### src/rtl/motion_detect_pkg.sv
// rtl/motion_detect_pkg.sv - shared states, channels and default geometry for the motion-detect sequencer
package motion_detect_pkg;

  localparam int FRAME_WORDS_DEF = 331776;
  localparam int ADDR_W_DEF      = 20;
  localparam int BG_BASE_DEF     = 0;
  localparam int FR_BASE_DEF     = 331776;

  typedef enum logic [1:0] {
    ST_IDLE,
    ST_RUN,
    ST_DONE
  } state_t;

  typedef enum logic {
    CH_BG,
    CH_FR
  } chan_t;

endpackage

### src/rtl/motion_detect_drain.sv
// rtl/motion_detect_drain.sv - highlight fifo to valid/ready result stream with handshake counter
module motion_detect_drain #(
  parameter int FRAME_WORDS = 8,
  parameter int CW          = $clog2(FRAME_WORDS + 1)
) (
  input  logic          clk,
  input  logic          reset,
  input  logic          run,
  input  logic          clear,
  input  logic          hl_empty,
  output logic          hl_rd_en,
  input  logic [31:0]   hl_dout,
  output logic          res_valid,
  output logic [31:0]   res_data,
  input  logic          res_ready,
  output logic          drain_fin
);

  localparam logic [CW-1:0] LAST = CW'(FRAME_WORDS);

  logic [CW-1:0] rd_cnt, drain_cnt, drain_cnt_nxt;
  logic          pend, issue, hs;

  // Only one read in flight, and only when the output slot is certain to be free at load time.
  always_comb begin
    hs            = res_valid && res_ready;
    issue         = run && !hl_empty && (rd_cnt < LAST) && !hl_rd_en && !pend &&
                    (!res_valid || res_ready);
    drain_cnt_nxt = drain_cnt + (hs ? CW'(1) : CW'(0));
    drain_fin     = (drain_cnt_nxt == LAST);
  end

  always_ff @(posedge clk or negedge reset) begin
    if (!reset) begin
      hl_rd_en  <= 1'b0;
      pend      <= 1'b0;
      rd_cnt    <= '0;
      drain_cnt <= '0;
      res_valid <= 1'b0;
      res_data  <= '0;
    end else begin
      hl_rd_en <= issue;
      pend     <= hl_rd_en;
      if (clear) begin
        rd_cnt    <= '0;
        drain_cnt <= '0;
      end else begin
        rd_cnt    <= rd_cnt + (issue ? CW'(1) : CW'(0));
        drain_cnt <= drain_cnt_nxt;
      end
      if (pend) begin
        res_data  <= hl_dout;
        res_valid <= 1'b1;
      end else if (hs) begin
        res_valid <= 1'b0;
      end
    end
  end

endmodule

### src/rtl/motion_detect_seq.sv
// rtl/motion_detect_seq.sv - frame sequencer: alternating bg/fr memory loads plus concurrent result drain
module motion_detect_seq
  import motion_detect_pkg::*;
#(
  parameter int FRAME_WORDS = FRAME_WORDS_DEF,
  parameter int ADDR_W      = ADDR_W_DEF,
  parameter int BG_BASE     = BG_BASE_DEF,
  parameter int FR_BASE     = FR_BASE_DEF
) (
  input  logic              clk,
  input  logic              reset,
  input  logic              start,
  output logic              busy,
  output logic              done,
  output logic              mem_rd_en,
  output logic [ADDR_W-1:0] mem_addr,
  input  logic [31:0]       mem_rdata,
  input  logic              bg_full,
  output logic              bg_wr_en,
  output logic [31:0]       bg_din,
  input  logic              fr_full,
  output logic              fr_wr_en,
  output logic [31:0]       fr_din,
  input  logic              fr_hl_full,
  output logic              fr_hl_wr_en,
  output logic [31:0]       fr_hl_din,
  input  logic              hl_empty,
  output logic              hl_rd_en,
  input  logic [31:0]       hl_dout,
  output logic              res_valid,
  output logic [31:0]       res_data,
  input  logic              res_ready
);

  localparam int            CW   = $clog2(FRAME_WORDS + 1);
  localparam logic [CW-1:0] LAST = CW'(FRAME_WORDS);

  state_t        state, state_nxt;
  chan_t         ptr, rd_chan;
  logic [CW-1:0] bg_cnt, fr_cnt;
  logic          pend_bg, pend_fr;
  logic          run, enter_run, drain_fin;
  logic          bg_elig, fr_elig, grant_bg, grant_fr;

  // A channel never reads two cycles running, so its fifo always has room for the in-flight word.
  always_comb begin
    run       = (state == ST_RUN);
    enter_run = (state == ST_IDLE) && start;
    bg_elig   = run && (bg_cnt < LAST) && !bg_full && !(mem_rd_en && rd_chan == CH_BG);
    fr_elig   = run && (fr_cnt < LAST) && !fr_full && !fr_hl_full &&
                !(mem_rd_en && rd_chan == CH_FR);
    grant_bg  = bg_elig && (!fr_elig || ptr == CH_BG);
    grant_fr  = fr_elig && !grant_bg;
  end

  always_comb begin
    state_nxt = state;
    case (state)
      ST_IDLE: if (start) state_nxt = ST_RUN;
      ST_RUN:  if ((bg_cnt == LAST) && (fr_cnt == LAST) && !mem_rd_en && !pend_bg &&
                   !pend_fr && drain_fin) state_nxt = ST_DONE;
      ST_DONE: state_nxt = ST_IDLE;
      default: state_nxt = ST_IDLE;
    endcase
  end

  always_ff @(posedge clk or negedge reset) begin
    if (!reset) state <= ST_IDLE;
    else        state <= state_nxt;
  end

  always_ff @(posedge clk or negedge reset) begin
    if (!reset) begin
      busy        <= 1'b0;
      done        <= 1'b0;
      mem_rd_en   <= 1'b0;
      mem_addr    <= '0;
      rd_chan     <= CH_BG;
      ptr         <= CH_BG;
      bg_cnt      <= '0;
      fr_cnt      <= '0;
      pend_bg     <= 1'b0;
      pend_fr     <= 1'b0;
      bg_wr_en    <= 1'b0;
      bg_din      <= '0;
      fr_wr_en    <= 1'b0;
      fr_din      <= '0;
      fr_hl_wr_en <= 1'b0;
      fr_hl_din   <= '0;
    end else begin
      busy      <= (state_nxt == ST_RUN);
      done      <= (state_nxt == ST_DONE);
      mem_rd_en <= grant_bg || grant_fr;
      if (grant_bg)      mem_addr <= ADDR_W'(BG_BASE) + ADDR_W'(bg_cnt);
      else if (grant_fr) mem_addr <= ADDR_W'(FR_BASE) + ADDR_W'(fr_cnt);
      if (grant_fr)      rd_chan <= CH_FR;
      else if (grant_bg) rd_chan <= CH_BG;
      pend_bg     <= mem_rd_en && (rd_chan == CH_BG);
      pend_fr     <= mem_rd_en && (rd_chan == CH_FR);
      bg_wr_en    <= pend_bg;
      fr_wr_en    <= pend_fr;
      fr_hl_wr_en <= pend_fr;
      if (pend_bg) bg_din <= mem_rdata;
      if (pend_fr) begin
        fr_din    <= mem_rdata;
        fr_hl_din <= mem_rdata;
      end
      if (enter_run) begin
        bg_cnt <= '0;
        fr_cnt <= '0;
        ptr    <= CH_BG;
      end else begin
        if (grant_bg) bg_cnt <= bg_cnt + CW'(1);
        if (grant_fr) fr_cnt <= fr_cnt + CW'(1);
        if (bg_elig && fr_elig) ptr <= (ptr == CH_BG) ? CH_FR : CH_BG;
      end
    end
  end

  motion_detect_drain #(
    .FRAME_WORDS(FRAME_WORDS),
    .CW         (CW)
  ) u_drain (
    .clk      (clk),
    .reset    (reset),
    .run      (run),
    .clear    (enter_run),
    .hl_empty (hl_empty),
    .hl_rd_en (hl_rd_en),
    .hl_dout  (hl_dout),
    .res_valid(res_valid),
    .res_data (res_data),
    .res_ready(res_ready),
    .drain_fin(drain_fin)
  );

endmodule

### config.mk
export PLATFORM = sky130hd
export DESIGN_NAME = motion_detect_seq
export DESIGN_NICKNAME = d
export VERILOG_FILES = /design/src/rtl/motion_detect_pkg.sv /design/src/rtl/motion_detect_drain.sv /design/src/rtl/motion_detect_seq.sv
export SDC_FILE = /design/constraint.sdc
export NUM_CORES = 1
export LEC_CHECK = 0
export CAP_MARGIN = 40
export CORE_MARGIN = 4
export CORE_UTILIZATION = 50
export DETAILED_ROUTE_END_ITERATION = 10
export PLACE_DENSITY_LB_ADDON = 0.1
export SYNTH_ARGS = -nofsm -noshare
export SYNTH_HDL_FRONTEND = slang
export SYNTH_SLANG_ARGS = --single-unit
export TNS_END_PERCENT = 100
### constraint.sdc
create_clock -name clk -period 3.96 [get_ports clk]
set_clock_uncertainty 0.1 [all_clocks]
set_input_delay 0.396 -clock clk [delete_from_list [all_inputs] [get_ports clk]]
set_output_delay 0.396 -clock clk [all_outputs]
set_load 0.05 [all_outputs]
---- After elaboration in Yosys (flattened, before gate mapping) ----
Cells that the tools add are included.
operators by class
  bitwise logic cells ..................... 2
  add/subtract/negate cells ............... 5
  divide/modulo/power cells ............... 0
  shifts and indexed selects .............. 0
  reduce and logical (&&, ||, !) cells .... 47
  $mul .................................... 0
  magnitude comparators ................... 3
  muxes and demuxes ....................... 20
  eq/ne operators ......................... 6
operators by type and width
  cell                      number
  $mux W19                  6
  $eq A19 B19 Y1 const B    3
  $lt A19 B19 Y1 const B    3
  $mux W20                  2
  $add A19 B1 Y19 const B   2
  $add A19 B19 Y19          2
  $logic_and A1 B1 Y1       24
  $add A19 B19 Y20 const A  1
  $logic_not A1 Y1          14
  $reduce_bool A2 Y1        5
  $mux W1                   9
  $eq A2 B1 Y1 const B      2
  $mux W2                   2
  $pmux W2 S2               1
  $logic_or A1 B1 Y1        3
  $eq A2 B2 Y1 const B      1
  $logic_not A2 Y1          1
  $not A1 Y1                2
storage, ports and cells
  word-level logic and storage cells ...... 104
  flip-flop bits (word level) ............. 206
  ROM bits ................................ 0
  RAM bits ................................ 0
  bits in latches ......................... 0
  memories ................................ 0
  input port bits ......................... 72

---- Longest topological paths before layout ----
Gate-level depths: netlist of run 1.
  depth in word-level cells ............... 12
  mapped depth ............................ 11
  gate-level depth less buffers ........... 10

---- Hierarchy ----
From an unflattened synthesis of run 1, not the netlist that was laid out.
unflattened totals
  cells, all modules ...................... 838
  area total of the unflattened synthesis .. 9556.7 sq um
by module, submodules not included
  module               cells each  seq. area each (sq um)  area an instance (sq um)  times used
  motion_detect_seq    542         3328.2                  6211.0                    1
  motion_detect_drain  296         1826.8                  3345.7                    1

---- Worst setup path after synthesis of run 1 ----
Ideal clock, no wire load.
  kind .................................... reg-to-reg
  start point ............................. register u_drain.res_valid
  end point ............................... register u_drain.rd_cnt[18]
  required time ........................... 3782 ps
  slack ................................... 1321 ps
  buffers on the path ..................... 1
  stages on the path, launching flop included .. 11
  data arrival time ....................... 2461 ps
  path through ............................ dfrtp_1 -> a21o_1 -> nor4_1 -> and2_1 -> ha_1 -> ha_1 -> and3_1 -> clkbuf_1 -> nand4_1 -> or3_1 -> a21oi_1
on the way
  word-level cells in the longest chain between the ends .. 6
ends and longest elaborated chain
  element                 RTL line                   RTL
  start, declared         motion_detect_drain.sv:13  output logic res_valid,
  start signal, assigned  motion_detect_drain.sv:39  res_valid <= 1'b0;
  start signal, assigned  motion_detect_drain.sv:53  res_valid <= 1'b1;
  start signal, assigned  motion_detect_drain.sv:55  res_valid <= 1'b0;
  $logic_not A1 Y1        motion_detect_drain.sv:28  (!res_valid || res_ready);
  $logic_or A1 B1 Y1      motion_detect_drain.sv:28
  $logic_and A1 B1 Y1     motion_detect_drain.sv:27  issue = run && !hl_empty && (rd_cnt < LAST) && !hl_rd_en && !pend &&
  via u_drain.issue       motion_detect_drain.sv:22  logic pend, issue, hs;
  $mux W1                 motion_detect_drain.sv:48  rd_cnt <= rd_cnt + (issue ? CW'(1) : CW'(0));
  $add A19 B19 Y19        motion_detect_drain.sv:48
  $mux W19                motion_detect_drain.sv:44  if (clear) begin
  end signal, assigned    motion_detect_drain.sv:48
  end, declared           motion_detect_drain.sv:21  logic [CW-1:0] rd_cnt, drain_cnt, drain_cnt_nxt;
The timed path passes the listed nets, and every way through them passes these cells.
A chain may end at the register's enable or synchronous reset.

---- Final worst setup path of run 1 ----
  start point ............................. register u_drain.rd_cnt[15]
  end point ............................... register u_drain.rd_cnt[18]
on the way
  word-level cells in the longest chain between the ends .. 8
ends and longest elaborated chain
  element                           RTL line
  $lt A19 B19 Y1                    motion_detect_drain.sv:27
  $logic_and A1 B1 Y1 (4 in a row)  motion_detect_drain.sv:27
  via u_drain.issue                 motion_detect_drain.sv:22
  $mux W1                           motion_detect_drain.sv:48
  $add A19 B19 Y19                  motion_detect_drain.sv:48
  $mux W19                          motion_detect_drain.sv:44
The timed path passes the listed nets, and every way through them passes these cells.

==> results of run 1 <==
==> flip-flops by register name, indices dropped and copies added (netlist names), 19 cells and up <==
| signal | cells |
|---|---|
| bg_din | 32 |
| fr_cnt | 19 |
| u_drain.res_data | 32 |
| u_drain.drain_cnt | 19 |
| bg_cnt | 19 |
| mem_addr | 20 |
| fr_hl_din | 32 |
| u_drain.rd_cnt | 19 |
==> routing by layer <==
| layer | global-route usage [%] | vias to the layer above | wire [um] |
|---|---|---|---|
| met3 | 4.067 | 27 | 1508 |
| met2 | 34.38 | 209 | 10920 |
| met4 | 4.418 | 0 | 313 |
| met5 | 0 | - | 0 |
| met1 | 31.98 | 3335 | 10440 |
| li1 | - | 3219 | - |
==> per-stage QoR <==
| step | setup slack, ns | power (mW) | instances |
|---|---|---|---|
| final | 1.146 | 10.35 | 1250 |
| after global routing | 0.9541 | 10.82 | 1250 |
| after CTS | 1.130 | 10.45 | 1250 |
| after detailed placement | 0.9020 | 8.342 | 1208 |
| after global placement | 0.9645 | 8.280 | 1206 |
| after floorplan | 1.321 | 6.746 | 819 |
==> worst paths after layout <==
| kind | startpoint | to | slack (ns) | depth (start not counted) |
|---|---|---|---|---|
| min | reset | bg_cnt[6]$_DFFE_PN0P_ | 0.26 | 2 |
| min in group clk | u_drain.hl_rd_en$_DFF_PN0_ | u_drain.pend$_DFF_PN0_ | 0.34 | 0 |
| min reg2reg | u_drain.hl_rd_en$_DFF_PN0_ | u_drain.pend$_DFF_PN0_ | 0.34 | 0 |
| max in group asynchronous | reset | u_drain.res_data[10]$_DFFE_PN0P_ | 2.50 | 4 |
| max reg2reg | u_drain.rd_cnt[15]$_DFF_PN0_ | u_drain.rd_cnt[18]$_DFF_PN0_ | 1.15 | 9 |
| max | u_drain.rd_cnt[15]$_DFF_PN0_ | u_drain.rd_cnt[18]$_DFF_PN0_ | 1.15 | 9 |
==> layout by cell type (no fill, tap or decap), types with 3 or more instances in the layout <==
cell type        netlist  final
clkbuf_8               0      7
o31ai_1                3      3
dfrtp_1              206    206
mux2_2                96     96
clkbuf_16              0     23
buf_4                 33      7
or3_1                  9      9
nor3_1                15     15
o211ai_1               5      5
and3_1                14     14
and2_1                12     11
a21oi_1               25     25
nor4_2                 3      3
nand2b_1               3      3
nand3_1               33     33
and4_1                 4      4
clkbuf_1              28      4
nor2_1                83     83
mux2i_1                7      7
inv_1                 14     14
nor4b_1                4      4
o21ai_0               16     16
ha_1                  10     10
or4_1                  6      6
o41a_1                 3      3
clkinv_2               0      4
xor2_1                23     23
clkdlybuf4s50_1        0    226
xnor2_1               31     31
nand4_1               23     23
nand2_1               40     40
o22ai_1               19     19
nor2b_1                3      3
nor4_1                10     10
==> cell type report <==
cell class / instances / area (um2) / area share [%]
clock inverter: 8 / 75.07 / 0.6088
tap: 229 / 286.5 / 2.324
clock buffer: 33 / 673.1 / 5.459
sequential: 206 / 5155 / 41.81
timing repair buffer: 238 / 2414 / 19.57
inverter: 14 / 52.55 / 0.4262
multi-input combinational: 522 / 3675 / 29.80
==> cell families (layout without fill, tap and decap cells) <==
| group | Yosys count | after routing | share of synthesized area (%) |
|---|---|---|---|
| compound gates | 82 | 82 | 5.445 |
| xor+xnor | 54 | 54 | 5.069 |
| fa+ha+maj | 10 | 10 | 1.341 |
| buf+inv | 91 | 293 | 5.377 |
| flops | 206 | 206 | 55.25 |
| mux | 103 | 103 | 12.34 |
| simple gates | 273 | 273 | 15.18 |
==> worst max-delay path, delay by kind of cell (launching register included) <==
| family | cells | cell delay [ns] |
|---|---|---|
| AOI/OAI and AO/OA | 3 | 0.71 |
| adders and majority gates | 2 | 0.39 |
| DFF | 1 | 0.43 |
| and+or+nand+nor | 4 | 1.10 |
==> power groups by stage <==
stage	clock (mW)	combinational, mW	sequential (mW)
floorplan	0	1.79	4.95
detailed placement	0	5.10	3.24
CTS	2.13	5.11	3.21
global route	2.24	5.28	3.30
global placement	0	5.06	3.22
finish	2.08	5.06	3.21
==> qor.yml, run 1 <==
wl_per_cell_um: 18.55
relSlewSlack_pct: 45.56
num_io_pins: 228
crit_top_cell: "ha_1"
hold_violations: 0
hp-class: "input port to async pin"
worstPathRequired_ns: 4.28
area_growth_syn_to_layout_pct: 32.16
grt_usage_pct: 21.81
cp.arrival_ns: 3.13
avgSynthCellArea_um2: 11.39
grt_pass1_wl_um: 36280
syn-cell-area_mm2: 0.009330
cts-buffers-inserted: 23
p_switching_mw: 4.614
syn_inst: 819
drive_gt1_share_pct: 15.28
clockRootBuffer: "clkbuf_16"
clock_latency_ns: 0.51
clk_pin_slew_ns: 0.06
die_area_mm2: 0.02091
dr.pass1.iters: 4
critPathLaunchType: "flip-flop"
chipHeight_um: 144.6
slew_viol_final: 0
synth_cell_types: 51
num_rows: 49
share_comb_of_total_power_pct: 48.9
crit_path_cell_trace: "o41a_1 -> o21ai_0 -> and2_1 -> ha_1 -> ha_1 -> and3_1 -> nand4_1 -> or3_1 -> a21oi_1"
crit_fanout: 7
pwr-share-seq_pct: 31.0
rsz0062_at_grt: "no"
grt_max_degree: 78
syn_nets: 901
critical_path.max_stage_delay_ns: 0.43
synth.most_common_cell: "dfrtp_1"
fmax_ghz: 0.3554
setup_viol: 0
whs_ns: 0.2615
drc_errors: 0
n_fill_cell: 1421
setup-tns-final_ns: 0
antenna_found_initial: 0
ctsLongestPathBuffers: 3
yosys.area.top_type: "dfrtp_1"
powerDensity_mw_per_mm2: 839.5
crit_path_end_kind: "flip-flop"
placed_area_mm2: 0.01157
post-dp-hpwl_um: 16760
antenna_cells: 0
placement.io_buffers: 227
path_class: "flip-flop to flip-flop"
crit_slowest_cell: "dfrtp_1"
leakagePower_nw: 5.235
wl_um: 23190
finalCritPeriodShare_pct: 71.05
ys_seq_area_share_pct: 55.25
swShare_pct: 44.57
synth_commonest_cells: "dfrtp_1 (206), mux2_2 (96), nor2_1 (83), nand2_1 (40)"
synth.yosys.warnings: 0
gp_congestion: 0.8419
synth_edf_count: 0
grt_pass1_vias: 6571
die_width_um: 144.6
yosys_most_used_dff: "dfrtp_1"
vias_per_cell: 5.432
fin_area_mm2: 0.01233
cts.htree.levels: 1
pwr-share-clk_pct: 20.1
netlist_top_cells_area: "dfrtp_1 (55%), mux2_2 (12%), nor2_1 (3.3%), xnor2_1 (2.9%), buf_4 (2.7%)"
hold_buffers: 1
coreArea_mm2: 0.01815
tritoncts: "yes"
grt-ovfl-total: 0
cts_sinks: 206
internal_power_mw: 5.737
fin_nets: 1087
vias: 6790
drt-initial-drc-count: 347
drv_cap: 0
post_cts_buffers: 0
vdd_drop_max_uv: 536.1
worstMarginPinSlew_ns: 0.8166
cts_resized: 0
outcome: "finished, final reports clean"
ys_ff_latch: 206
synth.top_cell.area_share_pct: 55.25
fin_crit_ns: 2.814
ys_async_sr_fraction_pct: 100.0
final_antenna_net_count: 0
finish.utilization_pct: 67.95
start_util_pct: 51.41
Note: power is estimated with default switching activity, not from simulation.
==> inputs of run 2 (changes only) <==
Settings changed: CORE_UTILIZATION 50 to 45.
Clock period 3.96 ns to 2.44 ns, I/O delays scaled along.
==> run 2 against run 1 <==
Against the previous run: worst setup slack worse by 1.2 ns; the run now ends with negative setup slack left; flip-flop and latch count unchanged; final area up 5.2%; combinational power up 67%; critical endpoint is now u_drain.rd_cnt[14]$_DFF_PN0_; register-to-register slack worse by 1.2 ns.
==> qor.yml, run 2 (synthesis results as in run 1) <==
final_antenna_net_count: 0  # unchanged
final-seq-area_mm2: 0.005157  # about the same
cp.arrival_ns: 2.79  # -0.34 ns
preCtsSetupSlack_ns: -0.3870  # -1.289 ns
clockRootBuffer: "clkbuf_16"
leakagePower_nw: 5.528  # +5.6%
cts_sinks: 206  # unchanged
drv_cap: 0  # unchanged
ctsLongestPathBuffers: 3  # unchanged
antenna_cells: 0  # unchanged
layout_setup_ws_ns: -0.02448  # -1.171 ns
clock_latency_ns: 0.50  # about the same
setup_viol: 1  # +1
worstPathRequired_ns: 2.76  # -1.52 ns
outcome: "complete, but fails checks"
crit_path_end_kind: "flip-flop"
vias_per_cell: 5.172  # -4.8%
area_growth_syn_to_layout_pct: 38.97
clk_pin_slew_ns: 0.06  # about the same
violations: "negative setup slack"
hp-class: "input port to async pin"
coreArea_mm2: 0.02030  # +12%
multi_input_area_mm2: 0.003834  # +4.3%
hold_violations: 0  # unchanged
die_width_um: 152.0  # +5.1%
num_io_pins: 228  # unchanged
crit_fanout: 6  # -1
worst-path-buf-inv: 0  # unchanged
placement.io_buffers: 227  # unchanged
gp_congestion: 0.8376  # -0.51%
antenna_found_initial: 0  # unchanged
grt_usage_pct: 19.49  # -2.3 points
n_fill_cell: 1665  # +17%
wl_per_cell_um: 16.99  # -8.4%
grt_pass1_vias: 6917  # +5.3%
crit_slowest_cell: "or3_1"
start_util_pct: 45.96  # -5.5 points
slew_viol_final: 0  # unchanged
p_switching_mw: 7.451  # +61%
worstMarginPinSlew_ns: 0.5787  # -0.2378 ns
drive_gt1_share_pct: 22.50  # +7.2 points
rsz0062_at_grt: "yes"
die_area_mm2: 0.02310  # +10%
final_common_cell: "clkdlybuf4s50_1"
dr.pass1.iters: 4  # unchanged
pwr-share-seq_pct: 30.8  # -0.2 points
vdd_drop_max_uv: 819.9  # +53%
fin_crit_ns: 2.464  # -0.3493 ns
critical_path.max_stage_delay_ns: 0.44  # about the same
swShare_pct: 44.33  # -0.25 points
finalCritPeriodShare_pct: 101.0  # +30 points
pwr-share-clk_pct: 19.0  # -1.1 points
fin_nets: 1154  # +6.2%
internal_power_mw: 9.358  # +63%
share_comb_of_total_power_pct: 50.2  # +1.3 points
chipHeight_um: 152.0  # +5.1%
critPathLaunchType: "flip-flop"
grt_pass1_wl_um: 37490  # +3.3%
top_regs: "bg_din (32), fr_hl_din (32), u_drain.res_data (32)"
path_delay_family: "simple AND/OR/NAND/NOR gates"
cts.htree.levels: 1  # unchanged
path_class: "flip-flop to flip-flop"
most-common-layout-cells: "clkdlybuf4s50_1 (226), dfrtp_1 (204), mux2_2 (96)"
fmax_ghz: 0.4058  # +14%
vias: 6982  # +2.8%
powerDensity_mw_per_mm2: 1296  # +54%
drt-initial-drc-count: 272  # -22%
tritoncts: "yes"
crit_top_cell: "ha_4"
drc_errors: 0  # unchanged
num_rows: 52  # +6.1%
crit_path_cell_trace: "o41a_1 -> o21ai_2 -> and2_4 -> ha_4 -> ha_4 -> and3_4 -> nand4_1 -> or3_1 -> a21oi_2"
grt-ovfl-total: 0  # unchanged
post-dp-hpwl_um: 16610  # -0.90%
cts-buffers-inserted: 23  # unchanged
finalPower_mw: 16.81  # +62%
relSlewSlack_pct: 61.30  # +16 points
grt_max_degree: 62  # -21%
wl_um: 22940  # -1.1%
-- run 2: changes by cell type in the layout (fill, tap and decap cells not counted), sizes merged --
cell / previous run / this run
buf: 10 / 77
clkbuf: 34 / 30
clkinv: 5 / 2
inv: 15 / 14
-- run 2: layer usage --
| layer | share of wire [%] | vias to the layer above | track usage [%] |
|---|---|---|---|
| met3 | 5.4 | 25 | 3.669 |
| met2 | 48 | 196 | 32.13 |
| met1 | 45 | 3403 | 27.27 |
| li1 | - | 3358 | - |
| met4 | 1.4 | 0 | 3.896 |
| met5 | 0 | - | 0 |
-- run 2: repair_timing --
item | in CTS | in global routing
endpoints found under the hold margin | 52 | 0
gates resized for setup | 9 | 27
buffers inserted | 5 | 5
pin swaps | 12 | 21
endpoints found under the setup margin | 9 | 23
hold buffers | 1 | 0
-- run 2: metrics by stage --
step                hold WS (ns)   TNS, ns  utilization [%]  instance area [um2]  std cells
detailed placement        0.1470    -3.878            59.41                12060       1307
global placement          0.1455    -2.775            59.41                12060       1307
CTS                       0.1811   -0.1214            63.20                12830       1346
global route              0.2203   -0.6926            63.87                12970       1350
floorplan                -0.1516   -0.1006                -                 9348        819
finish                    0.1700  -0.02448            63.87                12970       1350
-- run 2: area by class of cell --
type	count	area share, %
Tap cell	270	2.605
Clock inverter	4	0.3667
Sequential cell	206	39.78
Multi-Input combinational cell	522	29.57
Clock buffer	29	4.844
Timing Repair Buffer	305	22.44
Inverter	14	0.4053
-- run 2: power groups by stage --
| stage | clock, mW | sequential [mW] | combinational [mW] |
|---|---|---|---|
| CTS | 3.30 | 5.17 | 8.47 |
| detailed placement | 0 | 5.22 | 8.44 |
| global route | 3.46 | 5.34 | 8.77 |
| finish | 3.20 | 5.18 | 8.43 |
| floorplan | 0 | 8.05 | 2.91 |
| global placement | 0 | 5.19 | 8.38 |
-- run 2: final timing paths --
path	start	end	slack, ns	depth (start not counted)
worst min-delay path	reset	u_drain.res_data[26]$_DFFE_PN0P_	0.17	2
worst max register to register	u_drain.rd_cnt[12]$_DFF_PN0_	u_drain.rd_cnt[14]$_DFF_PN0_	-0.02	9
max in group asynchronous	reset	bg_din[30]$_DFFE_PN0P_	1.29	3
worst min register to register	u_drain.hl_rd_en$_DFF_PN0_	u_drain.pend$_DFF_PN0_	0.31	0
worst max-delay path	u_drain.rd_cnt[12]$_DFF_PN0_	u_drain.rd_cnt[14]$_DFF_PN0_	-0.02	9
min in group clk	hl_dout[6]	u_drain.res_data[6]$_DFFE_PN0P_	0.26	2
-- run 2: worst register-to-register path, delay by kind of cell, from the launching register on --
family                   cells  cell delay, ns
flip-flops                   1            0.38
AO/OA/AOI/OAI                3            0.66
AND/OR/NAND/NOR              4            0.98
adder cells (fa/ha/maj)      2            0.27
==> inputs of run 3 (changes only) <==
Settings changed: PLACE_DENSITY set to 0.86, PLACE_DENSITY_LB_ADDON 0.1 to not set.
==> run 3 against run 2 <==
Against the previous run: the run still ends with negative setup slack left; count of clock-buffer cells in the layout fell by 1; flip-flop and latch count unchanged; total power increased by 2.0%; die area did not move; sequential share of layout area barely moved; critical path type unchanged; largest cell class unchanged; highest routed layer unchanged.
==> qor.yml, run 3 (synthesis results as in run 1) <==
outcome: "complete, but fails checks"
violations: "negative setup slack"
rrSetupSlack_ns: -0.11  # -0.09 ns
critical_path.max_stage_delay_ns: 0.44  # about the same
share_comb_of_total_power_pct: 49.6  # -0.6 points
n_fill_cell: 1515  # -9.0%
rsz0062_at_grt: "yes"
crit_path_cell_trace: "o41a_1 -> o21ai_1 -> and2_4 -> ha_4 -> ha_4 -> and3_4 -> nand4_1 -> or3_1 -> a21oi_2"
hp-class: "input port to async pin"
area_growth_syn_to_layout_pct: 38.90  # about the same
multi_input_area_mm2: 0.003839  # +0.13%
final_common_cell: "clkdlybuf4s50_1"
vias: 7240  # +3.7%
most-common-layout-cells: "clkdlybuf4s50_1 (226), dfrtp_1 (204), mux2_2 (96)"
clk_pin_slew_ns: 0.07  # about the same
antenna_found_initial: 0  # unchanged
cp.arrival_ns: 2.87  # +0.08 ns
grt_max_degree: 64  # +3.2%
crit_path_end_kind: "flip-flop"
relSlewSlack_pct: 58.65  # -2.6 points
chipHeight_um: 152.0  # unchanged
fin_crit_ns: 2.553  # +0.08897 ns
internal_power_mw: 9.562  # +2.2%
path_class: "flip-flop to flip-flop"
cts-buffers-inserted: 22  # -4.3%
p_switching_mw: 7.579  # +1.7%
crit_top_cell: "ha_4"
clockRootBuffer: "clkbuf_16"
num_rows: 52  # unchanged
drive_gt1_share_pct: 22.30  # -0.20 points
placed_area_mm2: 0.01198  # -0.68%
fmax_ghz: 0.3916  # -3.5%
layout_setup_ws_ns: -0.1135  # -0.08897 ns
cts.htree.levels: 1  # unchanged
dr.pass1.iters: 4  # unchanged
fin_cells: 1346  # -0.30%
finalPower_mw: 17.14  # +2.0%
tritoncts: "yes"
pwr-share-clk_pct: 19.9  # +0.9 points
swShare_pct: 44.22  # -0.11 points
top_regs: "bg_din (32), fr_hl_din (32), u_drain.res_data (32)"
clock_latency_ns: 0.50  # about the same
hold_violations: 0  # unchanged
gp_congestion: 0.8975  # +7.2%
grt-ovfl-total: 0  # unchanged
leakagePower_nw: 5.532  # about the same
antenna_cells: 0  # unchanged
coreArea_mm2: 0.02030  # unchanged
pwr-share-seq_pct: 30.4  # -0.4 points
drc_errors: 0  # unchanged
wl_um: 24510  # +6.8%
cts_sinks: 206  # unchanged
drv_cap: 0  # unchanged
fin_area_mm2: 0.01296  # about the same
vias_per_cell: 5.379  # +4.0%
setup-tns-final_ns: -0.3724  # -0.3479 ns
finalCritPeriodShare_pct: 104.6  # +3.6 points
dp.cells: 1296  # -0.84%
worstPathRequired_ns: 2.75  # about the same
grt_pass1_vias: 7426  # +7.4%
critPathLaunchType: "flip-flop"
post-dp-hpwl_um: 17370  # +4.6%
die_area_mm2: 0.02310  # unchanged
finish.utilization_pct: 63.84  # about the same
num_io_pins: 228  # unchanged
final_antenna_net_count: 0  # unchanged
whs_ns: 0.2062  # +0.03620 ns
placement.io_buffers: 227  # unchanged
setup_viol: 6  # +5
powerDensity_mw_per_mm2: 1323  # +2.0%
crit_fanout: 5  # -1
slew_viol_final: 0  # unchanged
die_width_um: 152.0  # unchanged
ctsLongestPathBuffers: 3  # unchanged
preCtsSetupSlack_ns: -0.3134  # +0.07360 ns
grt_usage_pct: 20.34  # +0.85 points
wl_per_cell_um: 18.21  # +7.2%
start_util_pct: 45.96  # unchanged
grt_pass1_wl_um: 39350  # +5.0%
worstMarginPinSlew_ns: 0.6203  # +0.04154 ns
vdd_drop_max_uv: 748.2  # -8.7%
final-seq-area_mm2: 0.005157  # unchanged
drt-initial-drc-count: 345  # +27%
fin_nets: 1144  # -0.87%
crit_slowest_cell: "o41a_1"
## run 3: cell types whose count changed in the layout (fill, tap and decap cells not counted), moves of 2 or more
| cell | change |
|---|---|
| a21oi_1 | -2 |
| bufinv_16 | +2 |
| clkinv_2 | +5 |
| and2_1 | +2 |
| buf_4 | -7 |
| buf_6 | -2 |
| o21ai_0 | -3 |
| o21ai_2 | +2 |
| nand3_2 | -2 |
| nand3_1 | +2 |
| and2_2 | -2 |
| a21oi_2 | +2 |
## run 3: worst max-delay path, delay by kind of cell, from the launching register on
family                     cells  cell delay (ns)
and+or+nand+nor                4             0.94
AOI/OAI and AO/OA              3             0.76
DFF                            1             0.38
adders and majority gates      2             0.29
## run 3: path summary, 6_finish.rpt
kind,cells past startpoint,end,from
max,9,u_drain.rd_cnt[14]$_DFF_PN0_,u_drain.rd_cnt[15]$_DFF_PN0_
min,2,u_drain.drain_cnt[16]$_DFF_PN0_,reset
max reg2reg,9,u_drain.rd_cnt[14]$_DFF_PN0_,u_drain.rd_cnt[15]$_DFF_PN0_
min reg2reg,0,u_drain.pend$_DFF_PN0_,u_drain.hl_rd_en$_DFF_PN0_
max in group asynchronous,3,bg_din[3]$_DFFE_PN0P_,reset
min in group clk,2,u_drain.res_data[22]$_DFFE_PN0P_,hl_dout[22]
## run 3: power groups by stage
stage / Clock [mW] / Combinational [mW] / Sequential [mW]
after floorplan: 0 / 2.91 / 8.05
after global placement: 0 / 8.33 / 5.17
after detailed placement: 0 / 8.44 / 5.25
after CTS: 3.50 / 8.51 / 5.20
after global routing: 3.64 / 8.82 / 5.37
final: 3.42 / 8.51 / 5.22
## run 3: cell type report
class,instances,area share [%]
inverter,14,0.4055
tap,270,2.607
clock buffer,28,4.740
timing repair buffer,296,21.87
clock inverter,10,0.9654
multi-input combinational,522,29.62
sequential,206,39.80
## run 3: layer usage
layer,global-route usage [%],share of wire (%),vias up
li1,-,-,3335
met3,3.555,6.2,39
met4,5.565,2.0,0
met2,36.03,51,282
met5,0,0,-
met1,25.79,41,3584
## run 3: what timing repair did
item,CTS,global route
gates resized for setup,6,31
setup buffers,9,2
pin swaps,10,9
hold buffers,1,0
endpoints found under the hold margin,58,0
setup endpoints to repair,7,12
